### src/rtl/interleaver_bank_scheduler_if.sv
// Handshake and bank-port bundle between the interleaver scheduler and its environment.
interface interleaver_bank_scheduler_if;
   localparam int unsigned AW = 8;
   localparam int unsigned NBANK = 2;

   logic             flush;
   logic             in_valid;
   logic             in_ready;
   logic [AW-1:0]    wraddr;
   logic             wren_A;
   logic             wren_B;
   logic [AW-1:0]    rdaddr;
   logic             rden_A;
   logic             rden_B;
   logic             q_A;
   logic             q_B;
   logic             out_valid;
   logic             out_ready;
   logic             q;
   logic [NBANK-1:0] bank_full;

   // Environment side: writer, downstream consumer and the two bank RAMs
   modport master (
      output flush, in_valid, q_A, q_B, out_ready,
      input  in_ready, wraddr, wren_A, wren_B, rdaddr, rden_A, rden_B,
             out_valid, q, bank_full
   );

   // Scheduler side
   modport slave (
      input  flush, in_valid, q_A, q_B, out_ready,
      output in_ready, wraddr, wren_A, wren_B, rdaddr, rden_A, rden_B,
             out_valid, q, bank_full
   );
endinterface

### src/rtl/interleaver_bank_scheduler.sv
// Ping-pong scheduler for a two-bank block interleaver: one bank fills in
// linear order while the other drains in column order (16 rows x 12 columns).
module interleaver_bank_scheduler #(
   parameter int unsigned NCBPS = 192
) (
   input  logic                         clk,
   input  logic                         resetN,
   interleaver_bank_scheduler_if.slave  bus
);
   localparam int unsigned AW         = 8;
   localparam int unsigned NROW       = 16;
   localparam logic [AW-1:0] CNT_LAST = AW'(NCBPS - 1);
   localparam logic [AW-1:0] COL_STEP = AW'(NCBPS / NROW);

   typedef enum logic [1:0] {
      EMPTY    = 2'd0,
      FILLING  = 2'd1,
      FULL     = 2'd2,
      DRAINING = 2'd3
   } bank_state_e;

   bank_state_e   bank_q [2];
   bank_state_e   bank_d [2];
   logic          w_sel_q, w_sel_d;
   logic          r_sel_q, r_sel_d;
   logic          last_sel_q, last_sel_d;
   logic [AW-1:0] wr_cnt_q, wr_cnt_d;
   logic [AW-1:0] rd_cnt_q, rd_cnt_d;
   logic          out_valid_q, out_valid_d;
   logic          ready_en_q, ready_en_d;

   logic          wr_open_c;
   logic          rd_avail_c;
   logic          in_ready_c;
   logic          wr_acc_c;
   logic          rd_iss_c;
   logic          wr_last_c;
   logic          rd_last_c;
   logic [AW-1:0] rd_row_c;
   logic [AW-1:0] rd_col_c;

   // State register for both bank FSMs and the pointer/counter datapath
   always_ff @(posedge clk or negedge resetN) begin
      if (!resetN) begin
         bank_q[0]   <= EMPTY;
         bank_q[1]   <= EMPTY;
         w_sel_q     <= 1'b0;
         r_sel_q     <= 1'b0;
         last_sel_q  <= 1'b0;
         wr_cnt_q    <= '0;
         rd_cnt_q    <= '0;
         out_valid_q <= 1'b0;
         ready_en_q  <= 1'b0;
      end else begin
         bank_q[0]   <= bank_d[0];
         bank_q[1]   <= bank_d[1];
         w_sel_q     <= w_sel_d;
         r_sel_q     <= r_sel_d;
         last_sel_q  <= last_sel_d;
         wr_cnt_q    <= wr_cnt_d;
         rd_cnt_q    <= rd_cnt_d;
         out_valid_q <= out_valid_d;
         ready_en_q  <= ready_en_d;
      end
   end

   // Handshake decode; in_ready depends only on registered state and flush
   always_comb begin
      wr_open_c  = (bank_q[w_sel_q] == EMPTY) || (bank_q[w_sel_q] == FILLING);
      rd_avail_c = (bank_q[r_sel_q] == FULL)  || (bank_q[r_sel_q] == DRAINING);
      in_ready_c = ready_en_q && wr_open_c && !bus.flush;
      wr_acc_c   = bus.in_valid && in_ready_c;
      rd_iss_c   = rd_avail_c && (!out_valid_q || bus.out_ready) && !bus.flush;
      wr_last_c  = (wr_cnt_q == CNT_LAST);
      rd_last_c  = (rd_cnt_q == CNT_LAST);
   end

   // Bank FSM next state; writer and reader always target different banks
   always_comb begin
      bank_d[0] = bank_q[0];
      bank_d[1] = bank_q[1];
      if (bus.flush) begin
         bank_d[0] = EMPTY;
         bank_d[1] = EMPTY;
      end else begin
         if (wr_acc_c) begin
            if (wr_last_c) bank_d[w_sel_q] = FULL;
            else           bank_d[w_sel_q] = FILLING;
         end
         if (rd_iss_c) begin
            if (rd_last_c) bank_d[r_sel_q] = EMPTY;
            else           bank_d[r_sel_q] = DRAINING;
         end
      end
   end

   // Counter, pointer and output-valid next state
   always_comb begin
      w_sel_d     = w_sel_q;
      r_sel_d     = r_sel_q;
      last_sel_d  = last_sel_q;
      wr_cnt_d    = wr_cnt_q;
      rd_cnt_d    = rd_cnt_q;
      out_valid_d = out_valid_q;
      ready_en_d  = 1'b1;
      if (bus.flush) begin
         w_sel_d     = 1'b0;
         r_sel_d     = 1'b0;
         last_sel_d  = 1'b0;
         wr_cnt_d    = '0;
         rd_cnt_d    = '0;
         out_valid_d = 1'b0;
      end else begin
         if (wr_acc_c) begin
            if (wr_last_c) begin
               wr_cnt_d = '0;
               w_sel_d  = ~w_sel_q;
            end else begin
               wr_cnt_d = wr_cnt_q + AW'(1);
            end
         end
         if (rd_iss_c) begin
            last_sel_d = r_sel_q;
            if (rd_last_c) begin
               rd_cnt_d = '0;
               r_sel_d  = ~r_sel_q;
            end else begin
               rd_cnt_d = rd_cnt_q + AW'(1);
            end
         end
         // A fresh issue always produces a bit; otherwise hold until taken
         if (rd_iss_c)           out_valid_d = 1'b1;
         else if (bus.out_ready) out_valid_d = 1'b0;
      end
   end

   // Outputs: bank strobes, column-order read address, output mux
   always_comb begin
      rd_row_c      = {4'b0000, rd_cnt_q[3:0]};
      rd_col_c      = {4'b0000, rd_cnt_q[7:4]};
      bus.in_ready  = in_ready_c;
      bus.wraddr    = wr_cnt_q;
      bus.wren_A    = wr_acc_c && !w_sel_q;
      bus.wren_B    = wr_acc_c &&  w_sel_q;
      bus.rdaddr    = AW'(COL_STEP * rd_row_c) + rd_col_c;
      bus.rden_A    = rd_iss_c && !r_sel_q;
      bus.rden_B    = rd_iss_c &&  r_sel_q;
      bus.out_valid = out_valid_q;
      // RAM output is held while its rden is low, so a stalled bit stays put
      bus.q         = out_valid_q && (last_sel_q ? bus.q_B : bus.q_A);
      bus.bank_full[0] = (bank_q[0] == FULL) || (bank_q[0] == DRAINING);
      bus.bank_full[1] = (bank_q[1] == FULL) || (bank_q[1] == DRAINING);
   end

endmodule

### src/flat_wrapper.sv
// flat-port wrapper written by rule: the top's interface ports become plain ports
module interleaver_bank_scheduler_flat 
#(
   parameter int unsigned NCBPS = 192
)
  (clk, resetN, bus_flush, bus_in_valid, bus_q_A, bus_q_B, bus_out_ready, bus_in_ready, bus_wraddr, bus_wren_A, bus_wren_B, bus_rdaddr, bus_rden_A, bus_rden_B, bus_out_valid, bus_q, bus_bank_full);
  interleaver_bank_scheduler_if bus_i ();
  input  logic clk;
  input  logic resetN;
  input wire logic [$bits(bus_i.flush)-1:0] bus_flush;
  input wire logic [$bits(bus_i.in_valid)-1:0] bus_in_valid;
  input wire logic [$bits(bus_i.q_A)-1:0] bus_q_A;
  input wire logic [$bits(bus_i.q_B)-1:0] bus_q_B;
  input wire logic [$bits(bus_i.out_ready)-1:0] bus_out_ready;
  output wire logic [$bits(bus_i.in_ready)-1:0] bus_in_ready;
  output wire logic [$bits(bus_i.wraddr)-1:0] bus_wraddr;
  output wire logic [$bits(bus_i.wren_A)-1:0] bus_wren_A;
  output wire logic [$bits(bus_i.wren_B)-1:0] bus_wren_B;
  output wire logic [$bits(bus_i.rdaddr)-1:0] bus_rdaddr;
  output wire logic [$bits(bus_i.rden_A)-1:0] bus_rden_A;
  output wire logic [$bits(bus_i.rden_B)-1:0] bus_rden_B;
  output wire logic [$bits(bus_i.out_valid)-1:0] bus_out_valid;
  output wire logic [$bits(bus_i.q)-1:0] bus_q;
  output wire logic [$bits(bus_i.bank_full)-1:0] bus_bank_full;
  assign bus_i.flush = bus_flush;
  assign bus_i.in_valid = bus_in_valid;
  assign bus_i.q_A = bus_q_A;
  assign bus_i.q_B = bus_q_B;
  assign bus_i.out_ready = bus_out_ready;
  assign bus_in_ready = bus_i.in_ready;
  assign bus_wraddr = bus_i.wraddr;
  assign bus_wren_A = bus_i.wren_A;
  assign bus_wren_B = bus_i.wren_B;
  assign bus_rdaddr = bus_i.rdaddr;
  assign bus_rden_A = bus_i.rden_A;
  assign bus_rden_B = bus_i.rden_B;
  assign bus_out_valid = bus_i.out_valid;
  assign bus_q = bus_i.q;
  assign bus_bank_full = bus_i.bank_full;
  interleaver_bank_scheduler #(.NCBPS(NCBPS)) u_core (.clk(clk), .resetN(resetN), .bus(bus_i));
endmodule
### config.mk
export PLATFORM = sky130hd
export DESIGN_NAME = interleaver_bank_scheduler_flat
export DESIGN_NICKNAME = d
export VERILOG_FILES = /design/src/rtl/interleaver_bank_scheduler_if.sv /design/src/rtl/interleaver_bank_scheduler.sv /design/src/flat_wrapper.sv
export SDC_FILE = /design/constraint.sdc
export NUM_CORES = 1
export LEC_CHECK = 0
export BUFFER_PORTS_ARGS = -buffer_cell sky130_fd_sc_hd__buf_4
export CAP_MARGIN = 10
export CORE_MARGIN = 3
export CORE_UTILIZATION = 45
export CTS_CLUSTER_SIZE = 40
export DETAILED_ROUTE_END_ITERATION = 8
export HOLD_SLACK_MARGIN = 0.06
export PLACE_DENSITY = 0.7
export SETUP_SLACK_MARGIN = 0.1
export SYNTH_ARGS = -nofsm -noshare
export SYNTH_HDL_FRONTEND = slang
export SYNTH_SLANG_ARGS = --single-unit
export TNS_END_PERCENT = 5
### constraint.sdc
create_clock -name clk -period 3.66 [get_ports clk]
set_input_delay 0.183 -clock clk [delete_from_list [all_inputs] [get_ports clk]]
set_output_delay 0.183 -clock clk [all_outputs]
set_load 0.005 [all_outputs]
==> out/qor.csv, run 1 <==
metric;value;unit
outcome;finished, final reports clean;
die width;64.3;microns
CP arrival;2.50;ns
synthesized area;1530;sq um
Comb pwr share;6.5;%
Synth async-reset ratio;100;%
Slew headroom;45.6;%
Via density;5.59;
Netlist cell types;42;
sum of negative setup slack;0;ns
RSZ-0062 raised after global routing;no;
number of port buffers;31;
area grow syn2layout;17.8;%
Non-Filler Instances;242;
most frequent cells in the layout;buf_4, dfrtp_1, a21oi_1;
commonest non-fill, non-tap cell in the layout;buf_4;
CTS Root Cell;clkbuf_4;
worst r2r src;u_core.rd_cnt_q[3]$_DFFE_PN0P_;
M1 GR Usage;23.5;%
Max Slew Vio Count;0;
number of H-tree levels;1;
Die Y;64.3;microns
clk slew on worst S/H paths;0.13;ns
All-Layer GR Usage;16.9;%
Most Crowded Layer GR;met2;
maximum VDD drop;0.120;mV
YS warnings;0;
most used flip-flop cell after synthesis;dfrtp_1;
Sw Ratio;23.8;%
crit start category;flop;
Core Area;3150;sq um
remaining global-route overflow;0;
WP data required;3.48;ns
NumNets Final;215;
Hold Slack;0.181;ns
placed cell count;237;
Initial Utilization;48.5;%
CP max FO;6;
Int Pwr;307;uW
Hold EP;u_core.bus.wraddr[3]$_DFFE_PN0P_;
syn_area_per_cell;8.90;sq um
initial antenna violation count;0;
final hold violations;0;
Initial DRC Count;94;
Final Power;402;uW
area post-placement;1770;sq um
Cell Rows;20;
DIE AREA;4140;sq um
gp weighted congestion;0.769;
FF-to-FF End;u_core.rd_cnt_q[7]$_DFFE_PN0P_;
DRC errors left;0;
vias in the first global route;1280;
largest net degree at the start of global routing;24;
worst clock skew;0.00587;ns
CTS resizes;0;
Tcrit/Tclk final;73.2;%
Finished Cell Area;1800;sq um
max cap viols;0;
global-route wire length before repair;5.70;mm
first-pass detailed-route iteration total;4;
HP Class;primary input to flop;
met3 usage;2.28;%
final setup vio count;0;
number of synthesized flops with an enable pin;0;
power per cell area;223;nW/um^2
CTS buffer count;3;
wire per inst;13.5;microns
Syn Inst Count;172;
net switching power;95.8;uW
part of the power in registers;63.8;%
Post-DP HPWL;2.49;mm
Clk pwr share;29.7;%
worst r2r path cells;5;
hold_sp;bus_flush;
Fmax;373;MHz
Worst-Skew Late Latency;0.31;ns
Ports;32;
total wire length;3.26;mm
#FFs+latches synth;23;
worst slew pin tran;0.795;ns
worst setup path class;flop to primary output;
endpoint class of the critical path;primary output;
Clock Sink Count;23;
CTS tree;done;
register area share after synthesis;37.6;%
Lkg Pwr;0.000788;uW
layout cell share with drive strength beyond 1;19.7;%
clock buffer depth;2;
met2 global-route usage;27.4;%
R2R setup slack;1.49;ns
syn nets;188;
antenna diode count;0;
Final min period;2.68;ns
via count;1352;
WHS Path Cells;2;
antenna-violating nets left;0;
==> cell families (layout without fill, tap and decap cells) <==
family	count (synthesis)	after routing	share of synthesized area (%)
AOI/OAI and AO/OA	37	37	15.0
xor gates and xnor gates	8	8	4.58
adders and majority gates	9	9	8.34
buffers and inverters	20	46	5.89
DFF	23	23	37.6
muxes	7	7	4.66
other	1	1	0.245
and+or+nand+nor	67	67	23.7
==> cell type report <==
| class | instances | area [sq um] |
|---|---|---|
| Fill cell | 295 | 1350 |
| Multi-Input combinational cell | 129 | 865 |
| Sequential cell | 23 | 576 |
| Timing Repair Buffer | 32 | 243 |
| Tap cell | 44 | 55.1 |
| Inverter | 10 | 37.5 |
| Clock buffer | 3 | 22.5 |
| Clock inverter | 1 | 5.00 |
==> metal layers <==
layer	vias to the layer above	share of wire (%)
met2	35	46
met4	0	0.58
met5	-	0
met1	651	48
li1	664	-
met3	2	5.0
==> stage by stage <==
stage	util [%]	setup slack, ns
after global placement	56.0	1.45
final	57.2	0.980
after CTS	57.2	0.969
after global routing	57.2	0.840
after detailed placement	56.0	1.35
after floorplan	-	1.62
==> cell usage after synthesis, types with 2 or more instances <==
| library cell | n | area [sq um] |
|---|---|---|
| dfrtp_1 | 23 | 576 |
| a21oi_1 | 15 | 75.1 |
| nand2_1 | 12 | 45.0 |
| nor2_1 | 12 | 45.0 |
| inv_1 | 10 | 37.5 |
| nand3_1 | 8 | 40.0 |
| o21ai_0 | 8 | 40.0 |
| clkbuf_1 | 7 | 26.3 |
| ha_1 | 7 | 87.6 |
| mux2i_1 | 6 | 60.1 |
| nor2b_1 | 6 | 37.5 |
| or3_1 | 6 | 37.5 |
| nor3_1 | 5 | 25.0 |
| xnor2_1 | 5 | 43.8 |
| nor4b_1 | 4 | 35.0 |
| nand4_1 | 3 | 18.8 |
| xor2_1 | 3 | 26.3 |
| and3_1 | 2 | 12.5 |
| buf_4 | 2 | 15.0 |
| fa_1 | 2 | 40.0 |
| nand2b_1 | 2 | 12.5 |
| o21a_1 | 2 | 15.0 |
| o31ai_1 | 2 | 15.0 |
| or2_2 | 2 | 12.5 |
==> registers in the layout, indices dropped and copies added (netlist names) <==
| name | cells |
|---|---|
| u_core.ready_en_q | 1 |
| u_core.r_sel_q | 1 |
| u_core.bus.wraddr | 8 |
| u_core.w_sel_q | 1 |
| u_core.bus.out_valid | 1 |
| u_core.rd_cnt_q | 8 |
| u_core.last_sel_q | 1 |
| u_core.bank_q | 2 |
==> power by group through the flow <==
stage	Combinational [uW]	Clock [uW]	Sequential, uW
3_5_place_dp	25.6	0	262
3_3_place_gp	25.6	0	261
4_1_cts	26.4	123	257
5_1_grt	29.9	134	257
2_1_floorplan	11.4	0	261
6_report	26.0	120	257
==> worst max-delay path, cell delays in order (launching register included) <==
cell and delay, ns:
dfrtp_1 0.46, ha_1 0.28, inv_1 0.10, fa_1 0.51, or2_2 0.36, o32ai_1 0.30
buf_4 0.16
==> worst max-delay path by stage <==
stage | from | to | cells after the start
after detailed placement | u_core.rd_cnt_q[0]$_DFFE_PN0P_ | bus_rdaddr[7] | 6
after CTS | u_core.rd_cnt_q[0]$_DFFE_PN0P_ | bus_rdaddr[7] | 6
after global routing | u_core.rd_cnt_q[0]$_DFFE_PN0P_ | bus_rdaddr[7] | 6
after global placement | u_core.rd_cnt_q[0]$_DFFE_PN0P_ | bus_rdaddr[7] | 6
after floorplan | u_core.rd_cnt_q[0]$_DFFE_PN0P_ | bus_rdaddr[7] | 5
final | u_core.rd_cnt_q[0]$_DFFE_PN0P_ | bus_rdaddr[7] | 6
==> timing repair <==
action	CTS	global route
buffers inserted	0	0
hold buffers	1	0
endpoints found under the hold margin	23	0
Power figures use the tool's default switching activity.
==> inputs of run 2 (changes only) <==
PLACE_DENSITY = 0.72   (was 0.7)
clock period = 2.4 ns   (was 3.66 ns; I/O delays follow)
==> run 2 against run 1 <==
  * Setup slack worse by 0.83 ns
  * Largest power group unchanged
  * Combinational power rose by 53%
  * Die area unchanged
  * Final cell count grew 4.5%
  * Via count up 1.3%
  * Global-route usage is 0.068 points higher
  * Wire length grew 8.5%
  * Clock skew grew 0.0038 ns
  * Critical path type unchanged
  * Cell area rose by 9.6%
  * Critical path depth increased by 1
  * Sequential power grew 52%
  * Sequential share of layout area down 2.7 points
==> out/qor.csv, run 2 (synthesized netlist as in run 1, its figures left out) <==
metric;value;unit
first-pass detailed-route iteration total;4;
Post-DP HPWL;2.51;mm
placed cell count;238;
initial antenna violation count;0;
NumNets Final;226;
CTS buffer count;3;
Slew headroom;67.6;%
clk slew on worst S/H paths;0.13;ns
Ports;32;
WP data required;2.28;ns
sum of negative setup slack;0;ns
remaining global-route overflow;0;
hold_sp;bus_flush;
clock buffer depth;2;
FF-to-FF End;u_core.rd_cnt_q[4]$_DFFE_PN0P_;
largest net degree at the start of global routing;24;
CTS tree;done;
RSZ-0062 raised after global routing;yes;
via count;1370;
vias in the first global route;1241;
maximum VDD drop;0.235;mV
Lkg Pwr;0.000850;uW
most frequent cells in the layout;buf_4, dfrtp_1, nand2_1, a21oi_1, nor2_1;
final hold violations;0;
area grow syn2layout;29.1;%
Hold EP;u_core.bank_q[3]$_DFF_PN0_;
R2R setup slack;0.40;ns
CTS Root Cell;clkbuf_4;
Fmax;443;MHz
worst setup path class;flop to primary output;
total wire length;3.54;mm
commonest non-fill, non-tap cell in the layout;buf_4;
Via density;5.42;
HP Class;primary input to flop;
worst clock skew;0.00968;ns
Cell Rows;20;
gp weighted congestion;0.764;
number of port buffers;31;
outcome;finished, final reports clean;
final setup vio count;0;
antenna diode count;0;
antenna-violating nets left;0;
Initial Utilization;48.5;%
wire per inst;14.0;microns
WHS Path Cells;2;
Initial DRC Count;76;
die width;64.3;microns
crit start category;flop;
layout cell share with drive strength beyond 1;29.7;%
worst slew pin tran;0.480;ns
Final min period;2.26;ns
Clock Sink Count;23;
global-route wire length before repair;5.71;mm
Non-Filler Instances;253;
worst r2r src;u_core.rd_cnt_q[3]$_DFFE_PN0P_;
CP arrival;2.14;ns
Core Area;3150;sq um
DRC errors left;0;
DIE AREA;4140;sq um
max cap viols;0;
Die Y;64.3;microns
power per cell area;312;nW/um^2
worst r2r path cells;6;
Worst-Skew Late Latency;0.32;ns
endpoint class of the critical path;primary output;
Tcrit/Tclk final;94.0;%
Max Slew Vio Count;0;
All-Layer GR Usage;17.0;%
CP max FO;3;
number of H-tree levels;1;
==> run 2: power by group <==
| part | internal [uW] | leakage, uW | switching [uW] | total [uW] |
|---|---|---|---|---|
| clock | 65.0 | 0.0000150 | 119 | 184 |
| combinational | 15.9 | 0.000520 | 23.9 | 39.8 |
| sequential | 389 | 0.000315 | 2.04 | 391 |
==> run 2: worst max-delay path by stage <==
stage / from / to / cells past startpoint
final: u_core.rd_cnt_q[0]$_DFFE_PN0P_ / bus_rdaddr[6] / 7
after global routing: u_core.rd_cnt_q[1]$_DFFE_PN0P_ / bus_rdaddr[7] / 7
after CTS: u_core.rd_cnt_q[0]$_DFFE_PN0P_ / bus_rdaddr[7] / 6
after detailed placement: u_core.rd_cnt_q[0]$_DFFE_PN0P_ / bus_rdaddr[7] / 6
after global placement: u_core.rd_cnt_q[0]$_DFFE_PN0P_ / bus_rdaddr[7] / 6
after floorplan: u_core.rd_cnt_q[0]$_DFFE_PN0P_ / bus_rdaddr[7] / 5
==> run 2: layer usage <==
metal  GRT usage, %  wire [microns]
met4           4.75              40
met3           1.05             110
met2           28.6            1710
met5              0               0
met1           23.5            1680
==> run 2: per-stage QoR <==
step	cell area [sq um]	util (%)	total power [uW]	hold WS (ns)	setup slack (ns)
2_1_floorplan	1530	-	416	-0.176	0.419
3_5_place_dp	1770	56.2	438	0.0288	0.172
5_1_grt	1980	62.7	637	0.111	0.0781
3_3_place_gp	1770	56.2	437	0.0286	0.252
6_report	1980	62.7	615	0.0981	0.145
4_1_cts	1850	58.6	616	0.0978	0.105
==> run 2: area by class of cell <==
cell class | instances | area (sq um)
fillers | 297 | 1180
multi-input cells | 129 | 951
flip-flops and latches | 23 | 578
repair buffers | 43 | 325
well taps | 44 | 55.1
inverters | 10 | 40.0
clock buffers | 4 | 26.3
==> run 2: critical path, stage by stage (launching register included) <==
cell	delay [ns]
dfrtp_2	0.45
ha_4	0.18
inv_4	0.06
fa_2	0.47
buf_4	0.17
nor3_1	0.22
xnor2_1	0.15
buf_4	0.13
==> run 2: timing repair <==
action | in CTS | in global routing
setup buffers | 3 | 7
endpoints found under the hold margin | 23 | 0
hold buffers | 1 | 0
gates resized for setup | 6 | 14
endpoints found under the setup margin | 3 | 2
pin swaps | 1 | 5
==> inputs of run 3 (changes only) <==
CAP_MARGIN = 20   (was 10)
PLACE_DENSITY = 0.7   (was 0.72)
clock period = 2.2 ns   (was 2.4 ns; I/O delays follow)
==> run 3 against run 2 <==
  * Sequential cell count unchanged
  * Core utilization down 1.7 points
  * Count of clock-buffer cells in the layout down 1
  * Sequential share of layout area up 0.67 points
  * Clock power up 8%
  * Wire length down 3.4%
  * Final cell count down 1.6%
  * First-iteration DRC count down 14%
==> out/qor.csv, run 3 (synthesized netlist as in run 1, its figures left out) <==
metric;value;unit
HP Class;primary input to flop;
CP arrival;2.05;ns
clock buffer depth;2;
placed cell count;241;
final hold violations;0;
CTS Root Cell;clkbuf_4;
family with the most delay on the worst path;adder cells;
Worst-Skew Late Latency;0.31;ns
final setup vio count;0;
endpoint class of the critical path;primary output;
power per cell area;348;nW/um^2
RSZ-0062 raised after global routing;yes;
DRC errors left;0;
Tcrit/Tclk final;98.4;%
Lkg Pwr;0.000854;uW
die width;64.3;microns
worst setup path class;flop to primary output;
Clock Sink Count;23;
CTS tree;done;
Hold Slack;0.108;ns
Die Y;64.3;microns
initial antenna violation count;0;
Final min period;2.16;ns
via count;1358;
vias in the first global route;1338;
Final Power;670;uW
WP data required;2.09;ns
CTS buffer count;3;
area post-placement;1800;sq um
All-Layer GR Usage;18.2;%
Post-DP HPWL;2.54;mm
area grow syn2layout;25.7;%
DIE AREA;4140;sq um
Max Slew Vio Count;0;
remaining global-route overflow;0;
gp weighted congestion;0.767;
layout cell share with drive strength beyond 1;28.3;%
Cell Rows;20;
number of H-tree levels;1;
filler cell count;298;
Initial DRC Count;65;
worst clock skew;0.00243;ns
Non-Filler Instances;249;
CP cell instances;ha_2 > inv_2 > fa_2 > or2_4 > a21oi_2 > o32ai_2 > buf_4;
Initial Utilization;48.5;%
crit path buf inv count;2;
CP max FO;3;
number of port buffers;31;
Via density;5.45;
outcome;finished, final reports clean;
crit start category;flop;
clk slew on worst S/H paths;0.13;ns
antenna-violating nets left;0;
Core Area;3150;sq um
first-pass detailed-route iteration total;4;
maximum VDD drop;0.191;mV
sum of negative setup slack;0;ns
Crit path largest cell delay;0.46;ns
WP depth;7;
most frequent cells in the layout;buf_4, dfrtp_1, a21oi_1;
Ports;32;
WHS Path Cells;2;
total wire length;3.42;mm
Fmax;462;MHz
worst r2r path cells;5;
max cap viols;0;
global-route wire length before repair;6.14;mm
Finished Cell Area;1920;sq um
antenna diode count;0;
commonest non-fill, non-tap cell in the layout;buf_4;
wire per inst;13.7;microns
NumNets Final;222;
largest net degree at the start of global routing;24;
Slowest cell on crit path;fa_2;
-- run 3: worst paths after layout --
check	from	end	slack, ns
setup reg to reg	u_core.rd_cnt_q[2]$_DFFE_PN0P_	u_core.rd_cnt_q[1]$_DFFE_PN0P_	0.40
hold reg to reg	u_core.last_sel_q$_DFFE_PN0P_	u_core.last_sel_q$_DFFE_PN0P_	0.53
min in group asynchronous	resetN	u_core.last_sel_q$_DFFE_PN0P_	0.21
max in group asynchronous	resetN	u_core.rd_cnt_q[7]$_DFFE_PN0P_	1.76
setup / recovery	u_core.rd_cnt_q[0]$_DFFE_PN0P_	bus_rdaddr[7]	0.04
hold / removal	bus_flush	u_core.w_sel_q$_DFFE_PN0P_	0.11
-- run 3: worst reg2reg max path: stages, from the launching register on --
cell and delay [ns]:
dfrtp_1 0.45, ha_1 0.31, and4_1 0.27, a2111oi_0 0.40, buf_4 0.19, a22o_1 0.14
-- run 3: layout make-up --
class                   count  area, sq um  share of cell area (%)
clock inverters             1         5.00                   0.260
multi-input cells         129          928                    48.3
flip-flops and latches     23          576                    29.9
repair buffers             39          299                    15.5
well taps                  44         55.1                    2.86
inverters                  10         37.5                    1.95
clock buffers               3         22.5                    1.17
-- run 3: stage by stage --
stage | setup slack [ns] | util (%)
2_1_floorplan | 0.229 | -
3_3_place_gp | 0.162 | 56.9
6_report | 0.0362 | 61.0
3_5_place_dp | 0.0977 | 56.9
5_1_grt | -0.0473 | 61.0
4_1_cts | 0.0311 | 60.7
-- run 3: repair_timing --
action,in CTS,in global routing
resized for setup,12,3
hold buffers,1,0
endpoints found under the hold margin,23,0
buffers inserted,3,0
pin swaps,5,3
setup endpoints to repair,3,5
-- run 3: metal layers --
layer	global-route usage, %	vias to the layer above	wire (microns)
met5	0	-	0
met4	3.96	0	0
met3	2.11	0	174
met2	29.6	39	1650
met1	26.1	644	1590
li1	-	675	-
-- run 3: power by group --
group / internal, uW / switching (uW) / total, uW
Combinational: 17.5 / 26.5 / 44.0
Clock: 68.0 / 131 / 199
Sequential: 425 / 2.28 / 427
